$ cat config.mk
export PLATFORM = sky130hd
export DESIGN_NAME = b_seg_display_flat
export DESIGN_NICKNAME = d
export VERILOG_FILES = /design/src/rtl/b_seg_display_if.sv /design/src/rtl/b_seg_display.sv /design/src/flat_wrapper.sv
export SDC_FILE = /design/constraint.sdc
export NUM_CORES = 1
export LEC_CHECK = 0
export CAP_MARGIN = 30
export CORE_ASPECT_RATIO = 0.8
export CORE_MARGIN = 3
export CORE_UTILIZATION = 49
export DETAILED_ROUTE_END_ITERATION = 6
export PLACE_DENSITY = 0.71
export SETUP_SLACK_MARGIN = 0.2
export SLEW_MARGIN = 0
export SYNTH_ARGS = -nofsm -noshare
export SYNTH_HDL_FRONTEND = slang
export SYNTH_SLANG_ARGS = --single-unit
$ cat constraint.sdc
create_clock -name i_sys_clock -period 7.1 [get_ports i_sys_clock]
set_input_delay 1.42 -clock i_sys_clock [delete_from_list [all_inputs] [get_ports i_sys_clock]]
set_output_delay 1.42 -clock i_sys_clock [all_outputs]
set_load 0.005 [all_outputs]
$ cat src/rtl/b_seg_display_if.sv
// Connection between the calculator core and the seven-segment display driver.
// The core side loads a value and its display mode; the display side returns
// the pin-level digit enables, segment pattern and conversion-busy flag.
interface b_seg_display_if;
    logic [7:0] i_b_seg_value;
    logic       i_b_seg_load;
    logic       i_b_seg_hex_mode;
    logic       i_b_seg_overflow;
    logic [3:0] o_b_seg_anode;
    logic [6:0] o_b_seg_segments;
    logic       o_b_seg_busy;

    modport master (
        output i_b_seg_value,
        output i_b_seg_load,
        output i_b_seg_hex_mode,
        output i_b_seg_overflow,
        input  o_b_seg_anode,
        input  o_b_seg_segments,
        input  o_b_seg_busy
    );

    modport slave (
        input  i_b_seg_value,
        input  i_b_seg_load,
        input  i_b_seg_hex_mode,
        input  i_b_seg_overflow,
        output o_b_seg_anode,
        output o_b_seg_segments,
        output o_b_seg_busy
    );
endinterface

$ cat src/rtl/b_seg_display.sv
// Four-digit multiplexed common-anode seven-segment driver for an 8-bit value.
// Shows hex, unsigned decimal (sequential double-dabble, one iteration per
// cycle) or an overflow "OF" indication. The scan runs continuously from four
// display registers that are always rewritten together.
module b_seg_display #(
    parameter int DIGIT_PERIOD = 16
) (
    input logic             i_sys_clock,
    input logic             i_sys_reset,
    b_seg_display_if.slave  seg_if
);

    localparam int PW = (DIGIT_PERIOD > 2) ? $clog2(DIGIT_PERIOD) : 1;
    localparam logic [PW-1:0] PRESCALE_LAST = PW'(DIGIT_PERIOD - 1);

    localparam logic [6:0] BLANK   = 7'b1111111;
    localparam logic [6:0] GLYPH_0 = 7'b1000000;
    localparam logic [6:0] GLYPH_F = 7'b0001110;

    typedef enum logic {IDLE, CONVERT} state_t;

    state_t      state;
    logic [2:0]  iter;
    logic        busy;
    logic [6:0]  disp [4];
    logic [19:0] dd_reg;
    logic [19:0] dd_next;
    logic [3:0]  ones;
    logic [3:0]  tens;
    logic [3:0]  hund;
    logic        dec_load;

    logic [PW-1:0] prescale;
    logic [1:0]    digit;
    logic [1:0]    digit_next;
    logic [3:0]    anode;
    logic [6:0]    segments;

    // Active-low {g,f,e,d,c,b,a} pattern for one hex digit.
    function automatic logic [6:0] glyph(input logic [3:0] n);
        case (n)
            4'h0:    glyph = 7'b1000000;
            4'h1:    glyph = 7'b1111001;
            4'h2:    glyph = 7'b0100100;
            4'h3:    glyph = 7'b0110000;
            4'h4:    glyph = 7'b0011001;
            4'h5:    glyph = 7'b0010010;
            4'h6:    glyph = 7'b0000010;
            4'h7:    glyph = 7'b1111000;
            4'h8:    glyph = 7'b0000000;
            4'h9:    glyph = 7'b0010000;
            4'hA:    glyph = 7'b0001000;
            4'hB:    glyph = 7'b0000011;
            4'hC:    glyph = 7'b1000110;
            4'hD:    glyph = 7'b0100001;
            4'hE:    glyph = 7'b0000110;
            default: glyph = 7'b0001110;
        endcase
    endfunction

    // One double-dabble iteration on {hundreds, tens, ones, binary}:
    // add 3 to every BCD nibble that is 5 or more, then shift left by one.
    function automatic logic [19:0] dd_step(input logic [19:0] s);
        logic [19:0] t;
        t = s;
        for (int k = 0; k < 3; k++) begin
            if (t[8 + 4*k +: 4] >= 4'd5)
                t[8 + 4*k +: 4] = t[8 + 4*k +: 4] + 4'd3;
        end
        dd_step = t << 1;
    endfunction

    assign dd_next  = dd_step(dd_reg);
    assign ones     = dd_next[11:8];
    assign tens     = dd_next[15:12];
    assign hund     = dd_next[19:16];
    assign dec_load = seg_if.i_b_seg_load && !seg_if.i_b_seg_hex_mode && !seg_if.i_b_seg_overflow;

    // Conversion FSM and display registers; a new load always wins over an
    // in-flight conversion, and the final iteration writes all four digits.
    always_ff @(posedge i_sys_clock) begin
        if (i_sys_reset) begin
            state   <= IDLE;
            iter    <= 3'd0;
            busy    <= 1'b0;
            disp[3] <= BLANK;
            disp[2] <= BLANK;
            disp[1] <= GLYPH_0;
            disp[0] <= GLYPH_0;
        end else if (seg_if.i_b_seg_load) begin
            if (seg_if.i_b_seg_overflow) begin
                state   <= IDLE;
                busy    <= 1'b0;
                disp[3] <= BLANK;
                disp[2] <= BLANK;
                disp[1] <= GLYPH_0;
                disp[0] <= GLYPH_F;
            end else if (seg_if.i_b_seg_hex_mode) begin
                state   <= IDLE;
                busy    <= 1'b0;
                disp[3] <= BLANK;
                disp[2] <= BLANK;
                disp[1] <= glyph(seg_if.i_b_seg_value[7:4]);
                disp[0] <= glyph(seg_if.i_b_seg_value[3:0]);
            end else begin
                state <= CONVERT;
                iter  <= 3'd0;
                busy  <= 1'b1;
            end
        end else if (state == CONVERT) begin
            iter <= iter + 3'd1;
            if (iter == 3'd7) begin
                state   <= IDLE;
                busy    <= 1'b0;
                disp[3] <= BLANK;
                disp[2] <= (hund == 4'd0) ? BLANK : glyph(hund);
                disp[1] <= (hund == 4'd0 && tens == 4'd0) ? BLANK : glyph(tens);
                disp[0] <= glyph(ones);
            end
        end
    end

    // Double-dabble shift register; only meaningful while converting.
    always_ff @(posedge i_sys_clock) begin
        if (dec_load)
            dd_reg <= {12'd0, seg_if.i_b_seg_value};
        else if (state == CONVERT)
            dd_reg <= dd_next;
    end

    assign digit_next = (prescale == PRESCALE_LAST) ? digit + 2'd1 : digit;

    // Digit scan: anode and segments register together from the next digit index.
    always_ff @(posedge i_sys_clock) begin
        if (i_sys_reset) begin
            prescale <= '0;
            digit    <= 2'd0;
            anode    <= 4'b1110;
            segments <= GLYPH_0;
        end else begin
            prescale <= (prescale == PRESCALE_LAST) ? '0 : prescale + 1'b1;
            digit    <= digit_next;
            anode    <= ~(4'b0001 << digit_next);
            segments <= disp[digit_next];
        end
    end

    assign seg_if.o_b_seg_anode    = anode;
    assign seg_if.o_b_seg_segments = segments;
    assign seg_if.o_b_seg_busy     = busy;

endmodule

$ cat src/flat_wrapper.sv
// flat-port wrapper written by rule: the top's interface ports become plain ports
module b_seg_display_flat 
#(
    parameter int DIGIT_PERIOD = 16
)
  (i_sys_clock, i_sys_reset, seg_if_i_b_seg_value, seg_if_i_b_seg_load, seg_if_i_b_seg_hex_mode, seg_if_i_b_seg_overflow, seg_if_o_b_seg_anode, seg_if_o_b_seg_segments, seg_if_o_b_seg_busy);
  b_seg_display_if seg_if_i ();
  input logic i_sys_clock;
  input logic i_sys_reset;
  input wire logic [$bits(seg_if_i.i_b_seg_value)-1:0] seg_if_i_b_seg_value;
  input wire logic [$bits(seg_if_i.i_b_seg_load)-1:0] seg_if_i_b_seg_load;
  input wire logic [$bits(seg_if_i.i_b_seg_hex_mode)-1:0] seg_if_i_b_seg_hex_mode;
  input wire logic [$bits(seg_if_i.i_b_seg_overflow)-1:0] seg_if_i_b_seg_overflow;
  output wire logic [$bits(seg_if_i.o_b_seg_anode)-1:0] seg_if_o_b_seg_anode;
  output wire logic [$bits(seg_if_i.o_b_seg_segments)-1:0] seg_if_o_b_seg_segments;
  output wire logic [$bits(seg_if_i.o_b_seg_busy)-1:0] seg_if_o_b_seg_busy;
  assign seg_if_i.i_b_seg_value = seg_if_i_b_seg_value;
  assign seg_if_i.i_b_seg_load = seg_if_i_b_seg_load;
  assign seg_if_i.i_b_seg_hex_mode = seg_if_i_b_seg_hex_mode;
  assign seg_if_i.i_b_seg_overflow = seg_if_i_b_seg_overflow;
  assign seg_if_o_b_seg_anode = seg_if_i.o_b_seg_anode;
  assign seg_if_o_b_seg_segments = seg_if_i.o_b_seg_segments;
  assign seg_if_o_b_seg_busy = seg_if_i.o_b_seg_busy;
  b_seg_display #(.DIGIT_PERIOD(DIGIT_PERIOD)) u_core (.i_sys_clock(i_sys_clock), .i_sys_reset(i_sys_reset), .seg_if(seg_if_i));
endmodule
==> reports/metrics.cfg, run 1 <==
[clocking]
cts.sinks=63
cts_made_buffers=9
htreeDepth=3
clk_latency_ns=0.33
cts_resized=0
root_buffer=clkbuf_16
clk_pin_slew_worst_paths_ns=0.06
cts_hold_repair.buffers=0
clock_tree.buffer_depth=2
postCtsSetupBuffers=0
cts_tree=done

[critical_path]
max_stage_delay_ns=1.09
crit_arrival_ns=3.72
cp_max_fo=29
cp.required_ns=7.03
crit_type=primary input to flop
crit_path_cell_trace=clkdlybuf4s50_1 -> nand3b_1 -> nand4b_1
cpMaxStageDelayCell=clkdlybuf4s50_1
end_kind=flop
start_kind=primary input

[synth]
synth-seq-area-share_pct=34.5
ys_dominant_reg_cell=dfxtp_1
synthSimpleGateAreaFrac_pct=17.1
yosysTopAreaCell=edfxtp_1
synth_fa_ha_area_share_pct=10.3
synth_top_family_by_area=compound AO/OA/AOI/OAI gates
ys_top_cells_by_area=edfxtp_1, dfxtp_1, ha_1
synth_compound_area_share_pct=23.4
ys_warn_count=0
synthXorXnorAreaFrac_pct=2.12
synthMuxAreaShare_pct=7.01
yosysUniqueCellTypes=80
synth_top_area_share_pct=19.4
synth_edf_count=29
synth_area_sq_mm=0.00450
syn-mean-instance-area_sq_um=9.31
synthesis.nets=533
netlist_instances=483
ys_async_sr_fraction_pct=0
ys_ff_latch=63

[placed_design]
hpwl_um=6970
placed_area_sq_mm=0.00476
io_buffers=24
preCtsSetupSlack_ns=2.99
place_congestion=0.917

[layout]
final_cell_mix=nor2_1, nand2_1, ha_1
largest_reg_flops=21
fin_area_sq_mm=0.00507
nets=541
diodes=0
seq_area_sq_mm=0.00155
fillCellCount=763
multi_input_area_sq_mm=0.00269
final_common_cell=nor2_1
drive_gt1_share_pct=10.9
area.growth.synth_to_final_pct=12.9

[timing]
setup_viol=0
tns_ns=0
finalMaxSlewViolations=0
skew_ns=0.00819
worst_slack_ns=3.31
rsz0062_at_grt=no
worstMarginPinSlew_ns=0.949
fmax_mhz=264
max_slew_margin_pct=36.6
hold_viol=0
final.min_clock_period_ns=3.79
min_period_over_period_pct=53.4

[drt]
drtPass1Iterations=5
routedWlPerCell_um=15.8
vias=3527
drt_iter0_markers=236
vias_per_cell=5.80
drc=0
wl_um=9630
ant_nets=0

[power_and_ir_drop]
power_frac_comb_pct=39.3
p_int_w=0.000941
power.density_mw_per_mm2=297
power_leakage_nw=1.99
power_frac_seq_pct=30.5
finalPower_w=0.00150
sw_frac_of_total_pct=37.4
peakVddDrop_mv=0.161
switching_power_w=0.000563
clkPwrFrac_pct=30.2

[floorplanning]
initial_core_util_pct=51.6
rows=30
die_area_sq_mm=0.0104
core_area_sq_mm=0.00871
die_w_um=113
ios=25
die_h_um=91.7

[global_routing]
grt_pass1_wl_um=15900
grt_usage_pct=19.0
first_global_vias=3231
antenna_found_initial=0
grt_max_degree=30
overflow=0

[status]
status=finished, final reports clean

[run]
maxCapViolations=0

[hold_path]
hold_class=flop to flop

## worst paths after layout
check	depth (start not counted)	slack, ns	end	startpoint
setup / recovery	3	3.31	u_core.disp[2][3]	i_sys_reset
hold / removal	2	0.48	u_core.iter[1]	u_core.iter[1]
setup reg to reg	10	4.20	u_core.disp[1][2]	u_core.dd_reg[17]
hold reg to reg	2	0.48	u_core.iter[1]	u_core.iter[1]
## logic make-up after synthesis
kind of cell             after synthesis
multiplexers                          29
buffers and inverters                 59
flip-flops                            63
adder cells (fa/ha/maj)               37
AND/OR/NAND/NOR                      150
AO/OA/AOI/OAI                        138
XOR/XNOR                               7
## per-stage QoR
stage / utilization [%] / hold slack (ns) / instances
after floorplan: - / 0.451 / 483
after global placement: 54.6 / 0.457 / 592
after detailed placement: 54.6 / 0.475 / 592
after CTS: 58.3 / 0.483 / 608
after global routing: 58.3 / 0.513 / 608
final: 58.3 / 0.483 / 608
## metal layers
metal	track usage (%)	up-vias	part of all wire [%]
met3	4.29	15	4.7
met5	0	-	0
li1	-	1791	-
met4	6.21	0	1.7
met2	28.0	75	45
met1	27.5	1646	49
## layout make-up
type,count,share of cell area [%]
tap,112,2.76
clock inverter,4,0.592
sequential,63,30.6
clock buffer,12,5.70
multi-input combinational,361,53.1
inverter,29,2.14
timing repair buffer,27,5.18
## power groups by stage
stage	clock [W]	sequential, W	combinational, W
floorplan	0	0.000437	0.000497
CTS	0.000463	0.000459	0.000587
detailed placement	0	0.000466	0.000583
finish	0.000454	0.000460	0.000591
global route	0.000481	0.000466	0.000650
global placement	0	0.000465	0.000571
## critical path, delay by kind of cell
kind | cells | cell delay [ns]
buffers and inverters | 1 | 1.09
AND/OR/NAND/NOR | 2 | 1.21
## Yosys cell counts (3+ instances only)
library cell  count
buf_2            12
a21oi_2           4
ha_1             37
mux2i_1          24
a21o_1            4
nor3_1           10
nand3_1          10
edfxtp_1         29
a32oi_1           3
a211oi_1         12
dfxtp_1          34
a221oi_1          5
o21ai_1          11
a221o_1           3
clkbuf_1         13
nand4b_1          4
nand2_1          41
nand4_1           3
a31oi_1          10
o211ai_1          9
nand2b_1         13
inv_1            29
xnor2_1           4
o21a_1            3
o21ai_0          15
a21oi_1          21
or3_1             4
o22ai_1           5
nor2_1           43
(Power assumes the default switching activity.)
==> run 2: changes to the inputs <==
clock period = 3.8 ns   (was 7.1 ns; I/O delays follow)
==> reports/metrics.cfg, run 2 (same netlist as run 1, synthesis figures left out) <==
[clocking]
clk_pin_slew_worst_paths_ns=0.06
cts_resized=0
postCtsSetupBuffers=0
clock_tree.buffer_depth=2
cts_tree=done
cts_made_buffers=9
root_buffer=clkbuf_16
cts.sinks=63
clk_latency_ns=0.33
cts_hold_repair.buffers=0
htreeDepth=3

[floorplanning]
die_w_um=113
rows=30
die_area_sq_mm=0.0104
die_h_um=91.7
core_area_sq_mm=0.00871
ios=25
initial_core_util_pct=51.6

[timing]
whs_ns=0.473
hold_viol=0
fmax_mhz=355
max_slew_margin_pct=41.4
worstMarginPinSlew_ns=0.878
setup_viol=0
rsz0062_at_grt=no
min_period_over_period_pct=74.1
finalMaxSlewViolations=0
tns_ns=0
skew_ns=0.00467
worst_slack_ns=0.983
final.min_clock_period_ns=2.82

[power_and_ir_drop]
power_leakage_nw=1.99
power.density_mw_per_mm2=547
peakVddDrop_mv=0.323

[global_routing]
grt_max_degree=23
antenna_found_initial=0
met2_usage_pct=27.5
met3_usage_pct=4.75
first_global_vias=3250
grt_usage_pct=19.0
overflow=0
met1_usage_pct=27.5
grt_pass1_wl_um=15900
top_usage_layer=met1

[placed_design]
preCtsSetupSlack_ns=0.765
hpwl_um=6760
io_buffers=24
place_congestion=0.918
placed_area_sq_mm=0.00477

[critical_path]
crit_arrival_ns=2.96
reg2reg_depth=10
crit_type=flop to flop
critPathTopFamily=compound AO/OA/AOI/OAI gates
start_kind=flop
cp_num_buf_inv=1
cpMaxStageDelayCell=dfxtp_1
crit_cells=10
max_stage_delay_ns=0.45
end_kind=flop
cp.required_ns=3.95
cp_max_fo=7
crit_path_cell_trace=inv_1 -> ha_1 -> nand2b_2 -> a21oi_1 -> xnor2_1 -> ha_1 -> o221ai_2 -> a2111oi_4 -> a21oi_1 -> a22oi_1

[layout]
final_common_cell=nor2_1
final_cell_mix=nor2_1, nand2_1, ha_1
largest_reg_flops=21
fin_area_sq_mm=0.00506
area.growth.synth_to_final_pct=12.6
diodes=0
nets=543
drive_gt1_share_pct=11.2
fillCellCount=765

[drt]
wl_um=9440
routedWlPerCell_um=15.5
drtPass1Iterations=6
vias=3573
drt_iter0_markers=301
vias_per_cell=5.86
ant_nets=0
drc=0

[run]
maxCapViolations=0

[hold_path]
whs_path_depth=2
hold_class=flop to flop

[status]
status=finished, final reports clean

## run 2: cell count changes in the layout (fill, tap and decap cells not counted), sizes merged
cell    delta
buf        +2
clkbuf     -2
clkinv     +2
## run 2: routing by layer
layer | routed length (um) | share of wire (%)
met4 | 121 | 1.3
met2 | 4150 | 44
met5 | 0 | 0
met3 | 724 | 7.7
met1 | 4450 | 47
## run 2: cell type report
type	instances	area, sq um	area share, %
Multi-Input combinational cell	361	2690	53.2
Sequential cell	63	1550	30.7
Timing Repair Buffer	29	278	5.49
Clock buffer	10	250	4.94
Tap cell	112	140	2.77
Inverter	29	109	2.15
Clock inverter	6	40.0	0.791
## run 2: path summary, 6_finish.rpt
path | end | slack [ns] | start
worst max register to register | u_core.disp[1][5] | 0.98 | u_core.dd_reg[17]
worst min-delay path | u_core.iter[2] | 0.47 | u_core.iter[2]
worst max-delay path | u_core.disp[1][5] | 0.98 | u_core.dd_reg[17]
worst min register to register | u_core.iter[2] | 0.47 | u_core.iter[2]
## run 2: power by group
group / total [W] / leakage, nW / switching [W] / internal [W]
Clock: 0.000804 / 0.149 / 0.000321 / 0.000483
Combinational: 0.00111 / 1.29 / 0.000664 / 0.000444
Sequential: 0.000856 / 0.548 / 0.0000830 / 0.000773
## run 2: worst reg2reg max path, stage by stage, from the launching register on
cell and delay, ns:
dfxtp_1 0.45, inv_1 0.10, ha_1 0.28, nand2b_2 0.15, a21oi_1 0.09, xnor2_1 0.37, ha_1 0.31, o221ai_2 0.18
a2111oi_4 0.40, a21oi_1 0.12, a22oi_1 0.20
## run 2: stage by stage
stage	total power, W	utilization, %	std cells
after floorplan	0.00174	-	483
after global placement	0.00193	54.8	594
after detailed placement	0.00196	54.8	594
after CTS	0.00276	58.1	610
after global routing	0.00293	58.1	610
final	0.00277	58.1	610
==> run 3: changes to the inputs <==
PLACE_DENSITY = 0.74   (was 0.71)
clock period = 2.3 ns   (was 3.8 ns; I/O delays follow)
==> reports/metrics.cfg, run 3 (same netlist as run 1, synthesis figures left out) <==
[status]
status=finished, final reports clean

[layout]
fillCellCount=666
nets=607
drive_gt1_share_pct=30.6
area.growth.synth_to_final_pct=32.8
largest_reg_flops=21
seq_area_sq_mm=0.00157
final_common_cell=buf_4
diodes=0
post-route-util_pct=68.5
multi_input_area_sq_mm=0.00304
final_cell_mix=buf_4, nor2_1, nand2_1

[floorplanning]
die_h_um=91.7
rows=30
initial_core_util_pct=51.6
core_area_sq_mm=0.00871
die_area_sq_mm=0.0104
ios=25
die_w_um=113

[power_and_ir_drop]
power_leakage_nw=2.37
power.density_mw_per_mm2=952
peakVddDrop_mv=0.627
finalPower_w=0.00568

[global_routing]
grt_usage_pct=21.9
grt_max_degree=20
overflow=0
first_global_vias=3689
grt_pass1_wl_um=18200
antenna_found_initial=0

[clocking]
clk_latency_ns=0.33
root_buffer=clkbuf_16
clk_pin_slew_worst_paths_ns=0.05
clock_tree.buffer_depth=2
htreeDepth=3
cts_tree=done
cts.sinks=63
cts_made_buffers=9

[critical_path]
crit_path_cell_trace=inv_4 -> ha_4 -> nor2b_4 -> nor3_4 -> a21oi_2 -> buf_4 -> ha_4 -> inv_2 -> a2111oi_4 -> a311oi_1 -> o22ai_1
crit_arrival_ns=2.37
reg2reg_depth=11
cp_max_fo=5
start_kind=flop
crit_type=flop to flop
path_common_cell=ha_4
cpMaxStageDelayCell=a2111oi_4
cp.required_ns=2.47
max_stage_delay_ns=0.40
end_kind=flop

[placed_design]
hpwl_um=7680
place_congestion=0.874
io_buffers=24

[timing]
skew_ns=0.00606
hold_viol=0
finalMaxSlewViolations=0
worstMarginPinSlew_ns=0.535
tns_ns=0
min_period_over_period_pct=95.5
final.min_clock_period_ns=2.20
max_slew_margin_pct=64.3
fmax_mhz=455
rsz0062_at_grt=yes
setup_viol=0
whs_ns=0.491

[hold_path]
hold_class=flop to flop
whs_path_depth=2

[drt]
routedWlPerCell_um=16.9
vias=4017
vias_per_cell=5.96
wl_um=11400
drtPass1Iterations=5
drt_iter0_markers=425
ant_nets=0
drc=0

[run]
maxCapViolations=0

## run 3: cell count changes in the layout (fill, tap and decap cells not counted), sizes merged
cell and change:
buf +64, clkbuf +1, inv -1
## run 3: report_power, final
part	switching [W]	total, W	internal [W]
registers	0.000122	0.00141	0.00129
logic	0.00152	0.00290	0.00138
clock network	0.000512	0.00137	0.000862
## run 3: critical path, delay by kind of cell (launching register included)
| family | cells | cell delay [ns] |
|---|---|---|
| buffers and inverters | 3 | 0.31 |
| AND/OR/NAND/NOR | 2 | 0.22 |
| flip-flops | 1 | 0.33 |
| adder cells (fa/ha/maj) | 2 | 0.30 |
| AO/OA/AOI/OAI | 4 | 0.88 |
## run 3: final timing paths
path / slack [ns] / start / end
max: 0.10 / u_core.dd_reg[9] / u_core.disp[1][2]
min: 0.49 / u_core.iter[1] / u_core.iter[1]
max reg2reg: 0.10 / u_core.dd_reg[9] / u_core.disp[1][2]
min reg2reg: 0.49 / u_core.iter[1] / u_core.iter[1]
## run 3: stage by stage
step	instance area, sq um	worst slack, ns	cells
3_3_place_gp	5170	0.0115	630
5_1_grt	5970	0.0212	674
4_1_cts	5830	0.0716	667
6_report	5970	0.102	674
3_5_place_dp	5170	-0.0563	630
2_1_floorplan	4600	0.161	483
## run 3: routing by layer
metal | share of wire [%] | wire length [um] | global-route usage [%] | vias to the layer above
li1 | - | - | - | 1925
met1 | 45 | 5100 | 29.1 | 1919
met2 | 47 | 5400 | 34.9 | 145
met3 | 5.9 | 670 | 5.15 | 28
met4 | 1.9 | 218 | 7.61 | 0
met5 | 0 | 0 | 0 | -
## run 3: area by class of cell
cell class	count	area share [%]
Clock buffer	11	4.61
Clock inverter	5	0.587
Inverter	29	1.99
Multi-Input combinational cell	361	50.9
Sequential cell	63	26.2
Tap cell	112	2.35
Timing Repair Buffer	93	13.4
## run 3: timing repair
action                                  4_1_cts  5_1_grt
hold buffers                                  0        0
setup buffers                                21        7
resized for setup                            42       18
pin swaps                                    19       21
endpoints found under the setup margin       16       18
